**src/rtl/frame_update_scheduler_pkg.sv**
```systemverilog
// Shared display-path definitions for the frame update scheduler: widths,
// vertical timing constant, FSM encoding and the packed snapshot record.
package frame_update_scheduler_pkg;

    localparam int COORD_W  = 11;
    localparam int PIPE_N   = 3;
    localparam int PIPE_W   = PIPE_N * COORD_W;
    localparam int SCORE_W  = 8;
    localparam int GSTATE_W = 3;
    localparam int VCNT_W   = 11;
    localparam int V_ACTIVE = 480;

    typedef enum logic [1:0] {
        IDLE   = 2'd0,
        REQ    = 2'd1,
        COMMIT = 2'd2
    } sched_state_e;

    // Field order doubles as the concatenation order used to build it
    typedef struct packed {
        logic [COORD_W-1:0]  bird_h;
        logic [COORD_W-1:0]  bird_v;
        logic [COORD_W-1:0]  bird_blue_h;
        logic [COORD_W-1:0]  bird_blue_v;
        logic [PIPE_W-1:0]   pipe_pos;
        logic [SCORE_W-1:0]  score;
        logic [SCORE_W-1:0]  score1;
        logic [GSTATE_W-1:0] state;
    } snap_t;

endpackage

```
**src/rtl/frame_update_scheduler_if.sv**
```systemverilog
// Snapshot handshake between game logic (master) and the scheduler (slave).
interface frame_update_scheduler_if;
    import frame_update_scheduler_pkg::*;

    logic                snap_req;
    logic                snap_valid;
    logic [COORD_W-1:0]  bird_h_in;
    logic [COORD_W-1:0]  bird_v_in;
    logic [COORD_W-1:0]  bird_blue_h_in;
    logic [COORD_W-1:0]  bird_blue_v_in;
    logic [PIPE_W-1:0]   pipe_pos_in;
    logic [SCORE_W-1:0]  score_in;
    logic [SCORE_W-1:0]  score1_in;
    logic [GSTATE_W-1:0] state_in;

    modport master (
        input  snap_req,
        output snap_valid, bird_h_in, bird_v_in, bird_blue_h_in, bird_blue_v_in,
               pipe_pos_in, score_in, score1_in, state_in
    );

    modport slave (
        output snap_req,
        input  snap_valid, bird_h_in, bird_v_in, bird_blue_h_in, bird_blue_v_in,
               pipe_pos_in, score_in, score1_in, state_in
    );

endinterface

```
**src/rtl/frame_update_scheduler_vblank_edge_detect.sv**
```systemverilog
// Detects entry into vertical blanking from the VGA line counter.
module frame_update_scheduler_vblank_edge_detect
    import frame_update_scheduler_pkg::*;
#(
    parameter int V_ACTIVE = frame_update_scheduler_pkg::V_ACTIVE
)(
    input  logic              clk,
    input  logic              rst,
    input  logic [VCNT_W-1:0] vcounter,
    output logic              in_vb,
    output logic              vb_rise
);

    logic vb_d;

    assign in_vb = (vcounter >= VCNT_W'(V_ACTIVE));

    // Reset to 1 so coming out of reset inside blanking is not seen as an edge
    always_ff @(posedge clk) begin
        if (rst) begin
            vb_d <= 1'b1;
        end else begin
            vb_d <= in_vb;
        end
    end

    assign vb_rise = in_vb & ~vb_d;

endmodule

```
**src/rtl/frame_update_scheduler.sv**
```systemverilog
// Per-frame snapshot scheduler: requests game state at vblank entry, shadows it,
// and commits it to the display-facing registers so nothing changes mid-scan.
module frame_update_scheduler
    import frame_update_scheduler_pkg::*;
#(
    parameter int V_ACTIVE = frame_update_scheduler_pkg::V_ACTIVE,
    parameter int TIMEOUT  = 1024,
    parameter int CNT_W    = 16
)(
    input  logic                   clk,
    input  logic                   rst,
    input  logic                   enable,
    input  logic [VCNT_W-1:0]      vcounter,
    frame_update_scheduler_if.slave snap,
    output logic [COORD_W-1:0]     bird_h_q,
    output logic [COORD_W-1:0]     bird_v_q,
    output logic [COORD_W-1:0]     bird_blue_h_q,
    output logic [COORD_W-1:0]     bird_blue_v_q,
    output logic [PIPE_W-1:0]      pipe_pos_q,
    output logic [SCORE_W-1:0]     score_q,
    output logic [SCORE_W-1:0]     score1_q,
    output logic [GSTATE_W-1:0]    state_q,
    output logic                   frame_tick,
    output logic [CNT_W-1:0]       frame_cnt,
    output logic [7:0]             missed_cnt
);

    localparam int TMO_W = $clog2(TIMEOUT + 1);

    sched_state_e     state, state_nxt;
    logic [TMO_W-1:0] tmo_cnt;
    logic             in_vb;
    logic             vb_rise;
    logic             tmo_hit;
    logic             miss;
    snap_t            snap_in;
    snap_t            shadow_p0;
    snap_t            q_p1;

    function automatic logic [7:0] sat_inc8(input logic [7:0] v);
        return (v == 8'hFF) ? v : v + 8'd1;
    endfunction

    frame_update_scheduler_vblank_edge_detect #(
        .V_ACTIVE (V_ACTIVE)
    ) u_vb (
        .clk      (clk),
        .rst      (rst),
        .vcounter (vcounter),
        .in_vb    (in_vb),
        .vb_rise  (vb_rise)
    );

    assign snap_in = {snap.bird_h_in, snap.bird_v_in, snap.bird_blue_h_in,
                      snap.bird_blue_v_in, snap.pipe_pos_in, snap.score_in,
                      snap.score1_in, snap.state_in};

    assign tmo_hit = (tmo_cnt == TMO_W'(TIMEOUT - 1));

    // A valid snapshot wins over both timeout and active-video abort
    always_comb begin
        state_nxt = state;
        miss      = 1'b0;
        case (state)
            IDLE: begin
                if (vb_rise && enable) begin
                    state_nxt = REQ;
                end
            end
            REQ: begin
                if (snap.snap_valid) begin
                    state_nxt = COMMIT;
                end else if (!in_vb || tmo_hit) begin
                    state_nxt = IDLE;
                    miss      = 1'b1;
                end
            end
            COMMIT: begin
                state_nxt = IDLE;
            end
            default: begin
                state_nxt = IDLE;
            end
        endcase
    end

    always_ff @(posedge clk) begin
        if (rst) begin
            state         <= IDLE;
            tmo_cnt       <= '0;
            snap.snap_req <= 1'b0;
            frame_tick    <= 1'b0;
            frame_cnt     <= '0;
            missed_cnt    <= '0;
        end else begin
            state         <= state_nxt;
            tmo_cnt       <= (state == REQ) ? tmo_cnt + TMO_W'(1) : '0;
            snap.snap_req <= (state_nxt == REQ);
            frame_tick    <= (state == COMMIT);
            if (state == COMMIT) begin
                frame_cnt <= frame_cnt + CNT_W'(1);
            end
            if (miss) begin
                missed_cnt <= sat_inc8(missed_cnt);
            end
        end
    end

    // p0: shadow capture on the handshake; p1: commit to display-facing registers
    always_ff @(posedge clk) begin
        if (rst) begin
            shadow_p0 <= '0;
            q_p1      <= '0;
        end else begin
            if (state == REQ && snap.snap_valid) begin
                shadow_p0 <= snap_in;
            end
            if (state == COMMIT) begin
                q_p1 <= shadow_p0;
            end
        end
    end

    assign bird_h_q      = q_p1.bird_h;
    assign bird_v_q      = q_p1.bird_v;
    assign bird_blue_h_q = q_p1.bird_blue_h;
    assign bird_blue_v_q = q_p1.bird_blue_v;
    assign pipe_pos_q    = q_p1.pipe_pos;
    assign score_q       = q_p1.score;
    assign score1_q      = q_p1.score1;
    assign state_q       = q_p1.state;

endmodule

```
**src/flat_wrapper.sv**
```systemverilog
// flat-port wrapper written by rule: the top's interface ports become plain ports
module frame_update_scheduler_flat import frame_update_scheduler_pkg::*;
#(
    parameter int V_ACTIVE = frame_update_scheduler_pkg::V_ACTIVE,
    parameter int TIMEOUT  = 1024,
    parameter int CNT_W    = 16
)
  (clk, rst, enable, vcounter, bird_h_q, bird_v_q, bird_blue_h_q, bird_blue_v_q, pipe_pos_q, score_q, score1_q, state_q, frame_tick, frame_cnt, missed_cnt, snap_snap_req, snap_snap_valid, snap_bird_h_in, snap_bird_v_in, snap_bird_blue_h_in, snap_bird_blue_v_in, snap_pipe_pos_in, snap_score_in, snap_score1_in, snap_state_in);
  frame_update_scheduler_if snap_i ();
  input  logic clk;
  input  logic rst;
  input  logic enable;
  input  logic [VCNT_W-1:0] vcounter;
  output logic [COORD_W-1:0] bird_h_q;
  output logic [COORD_W-1:0] bird_v_q;
  output logic [COORD_W-1:0] bird_blue_h_q;
  output logic [COORD_W-1:0] bird_blue_v_q;
  output logic [PIPE_W-1:0] pipe_pos_q;
  output logic [SCORE_W-1:0] score_q;
  output logic [SCORE_W-1:0] score1_q;
  output logic [GSTATE_W-1:0] state_q;
  output logic frame_tick;
  output logic [CNT_W-1:0] frame_cnt;
  output logic [7:0] missed_cnt;
  output wire logic [$bits(snap_i.snap_req)-1:0] snap_snap_req;
  input wire logic [$bits(snap_i.snap_valid)-1:0] snap_snap_valid;
  input wire logic [$bits(snap_i.bird_h_in)-1:0] snap_bird_h_in;
  input wire logic [$bits(snap_i.bird_v_in)-1:0] snap_bird_v_in;
  input wire logic [$bits(snap_i.bird_blue_h_in)-1:0] snap_bird_blue_h_in;
  input wire logic [$bits(snap_i.bird_blue_v_in)-1:0] snap_bird_blue_v_in;
  input wire logic [$bits(snap_i.pipe_pos_in)-1:0] snap_pipe_pos_in;
  input wire logic [$bits(snap_i.score_in)-1:0] snap_score_in;
  input wire logic [$bits(snap_i.score1_in)-1:0] snap_score1_in;
  input wire logic [$bits(snap_i.state_in)-1:0] snap_state_in;
  assign snap_snap_req = snap_i.snap_req;
  assign snap_i.snap_valid = snap_snap_valid;
  assign snap_i.bird_h_in = snap_bird_h_in;
  assign snap_i.bird_v_in = snap_bird_v_in;
  assign snap_i.bird_blue_h_in = snap_bird_blue_h_in;
  assign snap_i.bird_blue_v_in = snap_bird_blue_v_in;
  assign snap_i.pipe_pos_in = snap_pipe_pos_in;
  assign snap_i.score_in = snap_score_in;
  assign snap_i.score1_in = snap_score1_in;
  assign snap_i.state_in = snap_state_in;
  frame_update_scheduler #(.V_ACTIVE(V_ACTIVE), .TIMEOUT(TIMEOUT), .CNT_W(CNT_W)) u_core (.clk(clk), .rst(rst), .enable(enable), .vcounter(vcounter), .snap(snap_i), .bird_h_q(bird_h_q), .bird_v_q(bird_v_q), .bird_blue_h_q(bird_blue_h_q), .bird_blue_v_q(bird_blue_v_q), .pipe_pos_q(pipe_pos_q), .score_q(score_q), .score1_q(score1_q), .state_q(state_q), .frame_tick(frame_tick), .frame_cnt(frame_cnt), .missed_cnt(missed_cnt));
endmodule
```
**config.mk**
```make
export PLATFORM = sky130hd
export DESIGN_NAME = frame_update_scheduler_flat
export DESIGN_NICKNAME = d
export VERILOG_FILES = /design/src/rtl/frame_update_scheduler_pkg.sv /design/src/rtl/frame_update_scheduler_if.sv /design/src/rtl/frame_update_scheduler_vblank_edge_detect.sv /design/src/rtl/frame_update_scheduler.sv /design/src/flat_wrapper.sv
export SDC_FILE = /design/constraint.sdc
export NUM_CORES = 1
export LEC_CHECK = 0
export BUFFER_PORTS_ARGS = -buffer_cell sky130_fd_sc_hd__buf_4
export CAP_MARGIN = 15
export CORE_MARGIN = 3
export CORE_UTILIZATION = 51
export CTS_CLUSTER_DIAMETER = 60
export DETAILED_ROUTE_END_ITERATION = 12
export PLACE_DENSITY = 0.74
export SLEW_MARGIN = 20
export SYNTH_ARGS = -nofsm -noshare
export SYNTH_HDL_FRONTEND = slang
export SYNTH_SLANG_ARGS = --single-unit
```
**constraint.sdc**
```tcl
create_clock -name clk -period 3.5 [get_ports clk]
set_input_delay 0 -clock clk [delete_from_list [all_inputs] [get_ports clk]]
set_output_delay 0 -clock clk [all_outputs]
set_load 0.05 [all_outputs]
```
Word-level counts from Yosys, hierarchy flattened
Index checks and enable logic that the tools add are counted.
W data, S select, Z words.
{"block": "totals", "in_bits": 111, "reg_bits": 232, "wordCells": 50}
{"block": "op_classes", "eq_ne": 5, "add_sub_neg": 3, "n_reduce_logical": 7, "bitwise": 4, "mux": 7, "magnitude_cmp": 1}
{"op": "$add A16 B1 Y16 const B", "n": 1}
{"op": "$add A11 B1 Y11 const B", "n": 1}
{"op": "$eq A11 B10 Y1 const B", "n": 1}
{"op": "$ge A11 B9 Y1 const B", "n": 1}
{"op": "$add A8 B1 Y8 const B", "n": 1}
{"op": "$eq A8 B8 Y1 const B", "n": 1}
{"op": "$mux W2", "n": 3}
{"op": "$eq A2 B1 Y1 const B", "n": 2}
{"op": "$pmux W2 S2", "n": 1}
{"op": "$mux W1", "n": 3}
{"op": "$not A1 Y1", "n": 3}
{"op": "$eq A2 B2 Y1 const B", "n": 1}
{"op": "$logic_and A1 B1 Y1", "n": 2}
{"op": "$logic_not A2 Y1", "n": 1}
{"op": "$reduce_and A2 Y1", "n": 1}
{"op": "$reduce_or A2 Y1", "n": 1}
{"op": "$and A1 B1 Y1", "n": 1}
{"op": "$logic_not A1 Y1", "n": 1}
{"op": "$logic_or A1 B1 Y1", "n": 1}

Logic depth before layout (Yosys ltp)
{"block": "logic_depth", "depth_word": 7, "depth_mapped": 7}

Hierarchy
From an unflattened synthesis, not the netlist that was laid out.
{"block": "unflattened", "cells_unflattened": 1037, "area_unflattened_um2": 8305.5}
{"mod": "frame_update_scheduler", "cells_each": 1031, "area_each_um2": 8246.7, "n_inst": 1}
{"mod": "frame_update_scheduler_vblank_edge_detect", "cells_each": 6, "area_each_um2": 58.8, "n_inst": 1}

Worst setup path before layout
OpenSTA, ideal clock, no wires.
{"block": "synth_timing", "kind": "register to register", "from": "register u_core.frame_cnt[0]", "to": "register u_core.frame_cnt[14]", "path_slack_ns": 1.410, "path_buffers": 0, "stages_incl_launch_ff": 6, "t_arrival_ns": 2.020, "t_required_ns": 3.430, "setup_time_ns": 0.070, "path_cell_list": "dfxtp_1 -> ha_1 -> nand4b_4 -> or2_0 -> or4_1 -> a21oi_1"}
{"block": "synth_between", "elab_chain_cells": 1}
{"item": "from (decl)", "line_no": "frame_update_scheduler.sv:24", "text": "output logic [CNT_W-1:0] frame_cnt,"}
{"item": "from (signal assigned)", "line_no": "frame_update_scheduler.sv:101", "text": "frame_cnt <= frame_cnt + CNT_W'(1);"}
{"item": "$add A16 B1 Y16", "line_no": "frame_update_scheduler.sv:101"}
No other way between the ends.
A chain may end at the register's enable or synchronous reset.

Worst setup path in the final report
{"block": "layout_timing", "from": "register u_core.state[1]", "to": "register u_core.q_p1, in the netlist u_core.pipe_pos_q[13]"}
{"block": "layout_between", "elab_chain_cells": 1}
{"item": "from (decl)", "line_no": "frame_update_scheduler.sv:30", "text": "sched_state_e state, state_nxt;"}
{"item": "from (signal assigned)", "line_no": "frame_update_scheduler.sv:96", "text": "state <= state_nxt;"}
{"item": "$eq A2 B2 Y1", "line_no": "frame_update_scheduler.sv:118", "text": "if (state == COMMIT) begin"}
{"item": "to (signal assigned)", "line_no": "frame_update_scheduler.sv:119", "text": "q_p1 <= shadow_p0;"}
{"item": "to (decl)", "line_no": "frame_update_scheduler.sv:38", "text": "snap_t q_p1;"}
No other way between the ends.

==> impl_results.md <==
- Status: completed
- DRT iter0 DRCs: 466
- Worst hold-check path type: primary input to register
- Post-DR wirelength/cell: 14.6 um
- Core area: 0.0160 mm^2
- Cell accounting for the most synthesized area: dfxtp_1
- Reg2reg start: u_core.state[1]
- Die Area: 0.0180 mm^2
- Root buffer cell: clkbuf_16
- Final net count: 1,438
- WS Path Type: register to register
- CTS max path bufs: 3
- First-pass GRT wire length: 37.1 mm
- Critical R2R Capture: u_core.pipe_pos_q[13]
- Die Y-Extent: 134 um
- Final Util: 75.0%
- Max incr delay on CP: 0.65 ns
- Post-DRT Antenna Nets: 0
- Routed wire length: 22.8 mm
- GP Congestion: 0.796
- Rel. slew slack: 38.6%
- DRC: 0
- Commonest non-fill, non-tap cell in the layout: nand2_1
- Sequential share of the synthesized area: 55.3%
- Final setup vio count: 0
- Reg2reg setup slack: 1.50 ns
- H-tree Lvls: 1
- Synth top area cells: dfxtp_1 (55%), nand2_1 (18%), a21oi_1 (12%), clkbuf_1 (2.2%), nor2_1 (1.3%)
- Critical path capture point type: register
- Syn_area_per_cell: 8.10 um^2
- CTS tree: done
- Leakage: 4.62 nW
- IO Pins: 233
- Vias in the first global route: 7,547
- Primary flip-flop cell chosen by synthesis mapping: dfxtp_1
- Antenna violations before repair: 0
- Via count: 7,876
- Worst path required time: 3.94 ns
- Total power: 0.00549 W
- Data arrival, critical path: 2.43 ns
- Maxcap violations: 0
- Starting Density: 52.4%
- YS warnings: 0
- Cell Rows: 46
- Worst-path fanout max: 83
- Non-filler cells, final: 1,558
- Max-slew violations: 0
- Grt total ovfl: 0
- Clock Latency Late Sink: 0.51 ns
- FMAX: 0.500 GHz
- HPWL after DPL: 12.7 mm
- Peak supply drop: 416 uV
- R2R cell count: 4
- Tcrit/Tclk final: 57.1%
- Total negative setup slack: 0 ns
- Largest net degree at the start of global routing: 129
- Slowest stage cell, crit path: dfxtp_1
- Vias per std cell: 5.06
- Initial DRT Pass Iterations: 4
- Synthesized net count: 1,150
- Share of cells above drive strength 1: 21.8%
- Synth Instances: 1,036
- Num CTS Buffers: 24
- Final Critical Period: 2.00 ns
- Clock transition at path regs: 0.06 ns
- Synthesized area: 0.00839 mm^2
- Port buffer count: 227
- Area grow syn2layout: 43.0%
- Final Hold Vio Count: 0
- Die Wd: 134 um
- RSZ-0062 raised after global routing: no
- Worst Setup SP: u_core.state[1]
- Critical path startpoint category: register
- GRT Util Overall: 24.6%
- Fraction of registers with async set/reset: 0%
- Post-synth top area share: 55.3%
- PD cells: 458 mW/mm^2
- Clk sinks: 232
- Worst setup path endpoint: u_core.pipe_pos_q[13]
- CP cell instances: nor2b_4 > buf_12 > nand2_1 > a21oi_1
- Synth Register Bits: 232
- Least-Margin Pin Slew: 0.920 ns
- Placed Instances: 1,415
- Most frequent cells in the layout: nand2_1 (397), dfxtp_1 (232), buf_4 (230), a21oi_1 (202), dlygate4sd3_1 (98)
- EDFF count, synth: 0
- Post-synth cell types: 43
- Clk_skew: 0.0134 ns
logic make-up (layout without fill, tap and decap cells):
| group | Yosys count | after routing | share of synthesized area, % |
|---|---|---|---|
| multiplexers | 8 | 8 | 1.06 |
| AO/OA/AOI/OAI | 217 | 217 | 13.6 |
| AND/OR/NAND/NOR | 486 | 486 | 24.3 |
| buffers and inverters | 74 | 379 | 3.55 |
| flip-flops | 232 | 232 | 55.3 |
| XOR/XNOR | 16 | 16 | 1.67 |
| adder cells (fa/ha/maj) | 3 | 3 | 0.447 |
| other | 0 | 1 | 0 |
cell usage after synthesis (4+ instances only):
cell type / number
dfxtp_1: 232
inv_1: 4
nor2b_1: 8
xor2_1: 10
buf_2: 13
clkbuf_1: 49
xnor2_1: 6
nand4_1: 9
nand2_1: 397
a21oi_1: 202
buf_1: 7
mux2_2: 4
nand3_1: 10
nor2_1: 30
through the flow:
step | hold slack, ns | setup WS [ns] | cell area (um^2)
2_1_floorplan | 0.136 | 1.41 | 8390
3_3_place_gp | 0.247 | 1.57 | 10200
3_5_place_dp | 0.255 | 1.51 | 10200
4_1_cts | 0.0447 | 1.50 | 12000
5_1_grt | 0.0841 | 1.32 | 12000
6_report | 0.0684 | 1.50 | 12000
layout make-up:
class,count,area [um^2]
fill,1192,4000
inverter,4,15.0
multi-input combinational,730,3470
timing repair buffer,332,2790
tap,216,270
clock buffer,35,712
antenna,1,2.50
clock inverter,8,101
sequential,232,4640
metal layers:
| metal | GRT usage (%) | part of all wire [%] | vias to the layer above |
|---|---|---|---|
| met1 | 29.5 | 40 | 3646 |
| li1 | - | - | 3963 |
| met3 | 5.55 | 6.2 | 50 |
| met2 | 43.2 | 50 | 217 |
| met4 | 8.77 | 3.1 | 0 |
| met5 | 0 | 0 | - |
worst min path at each step:
stage | from | to | slack, ns | cells past startpoint
floorplan | snap_state_in[0] | u_core.shadow_p0[0] | 0.14 | 2
global placement | snap_score_in[1] | u_core.shadow_p0[12] | 0.25 | 3
detailed placement | snap_bird_h_in[2] | u_core.shadow_p0[87] | 0.25 | 3
CTS | rst | u_core.frame_cnt[5] | 0.04 | 2
global route | rst | u_core.frame_cnt[3] | 0.08 | 2
finish | rst | u_core.frame_cnt[5] | 0.07 | 2
critical path, delay by kind of cell (launching register included):
family | cells | cell delay, ns
and+or+nand+nor | 2 | 0.67
DFF | 1 | 0.65
AOI/OAI and AO/OA | 1 | 0.15
buffers and inverters | 1 | 0.38
power breakdown:
part           switching, W  internal, W
Clock               0.00101      0.00156
Sequential       0.00000548      0.00265
Combinational      0.000106     0.000159
Total               0.00113      0.00437
sequential cells by signal, summed over array words and instances (netlist names), 2 cells and up:
register              count
u_core.pipe_pos_q        33
u_core.bird_blue_v_q     11
u_core.score1_q           8
u_core.shadow_p0         96
u_core.state              2
u_core.state_q            3
u_core.score_q            8
u_core.bird_blue_h_q     11
u_core.bird_v_q          11
u_core.tmo_cnt           11
u_core.missed_cnt         8
u_core.bird_h_q          11
u_core.frame_cnt         16
timing repair:
| item | CTS | global route |
|---|---|---|
| hold buffers | 98 | 0 |
| hold endpoints to repair | 99 | 0 |
| setup buffers | 0 | 0 |
| resized for setup | 0 | 0 |
(Power assumes the default switching activity.)
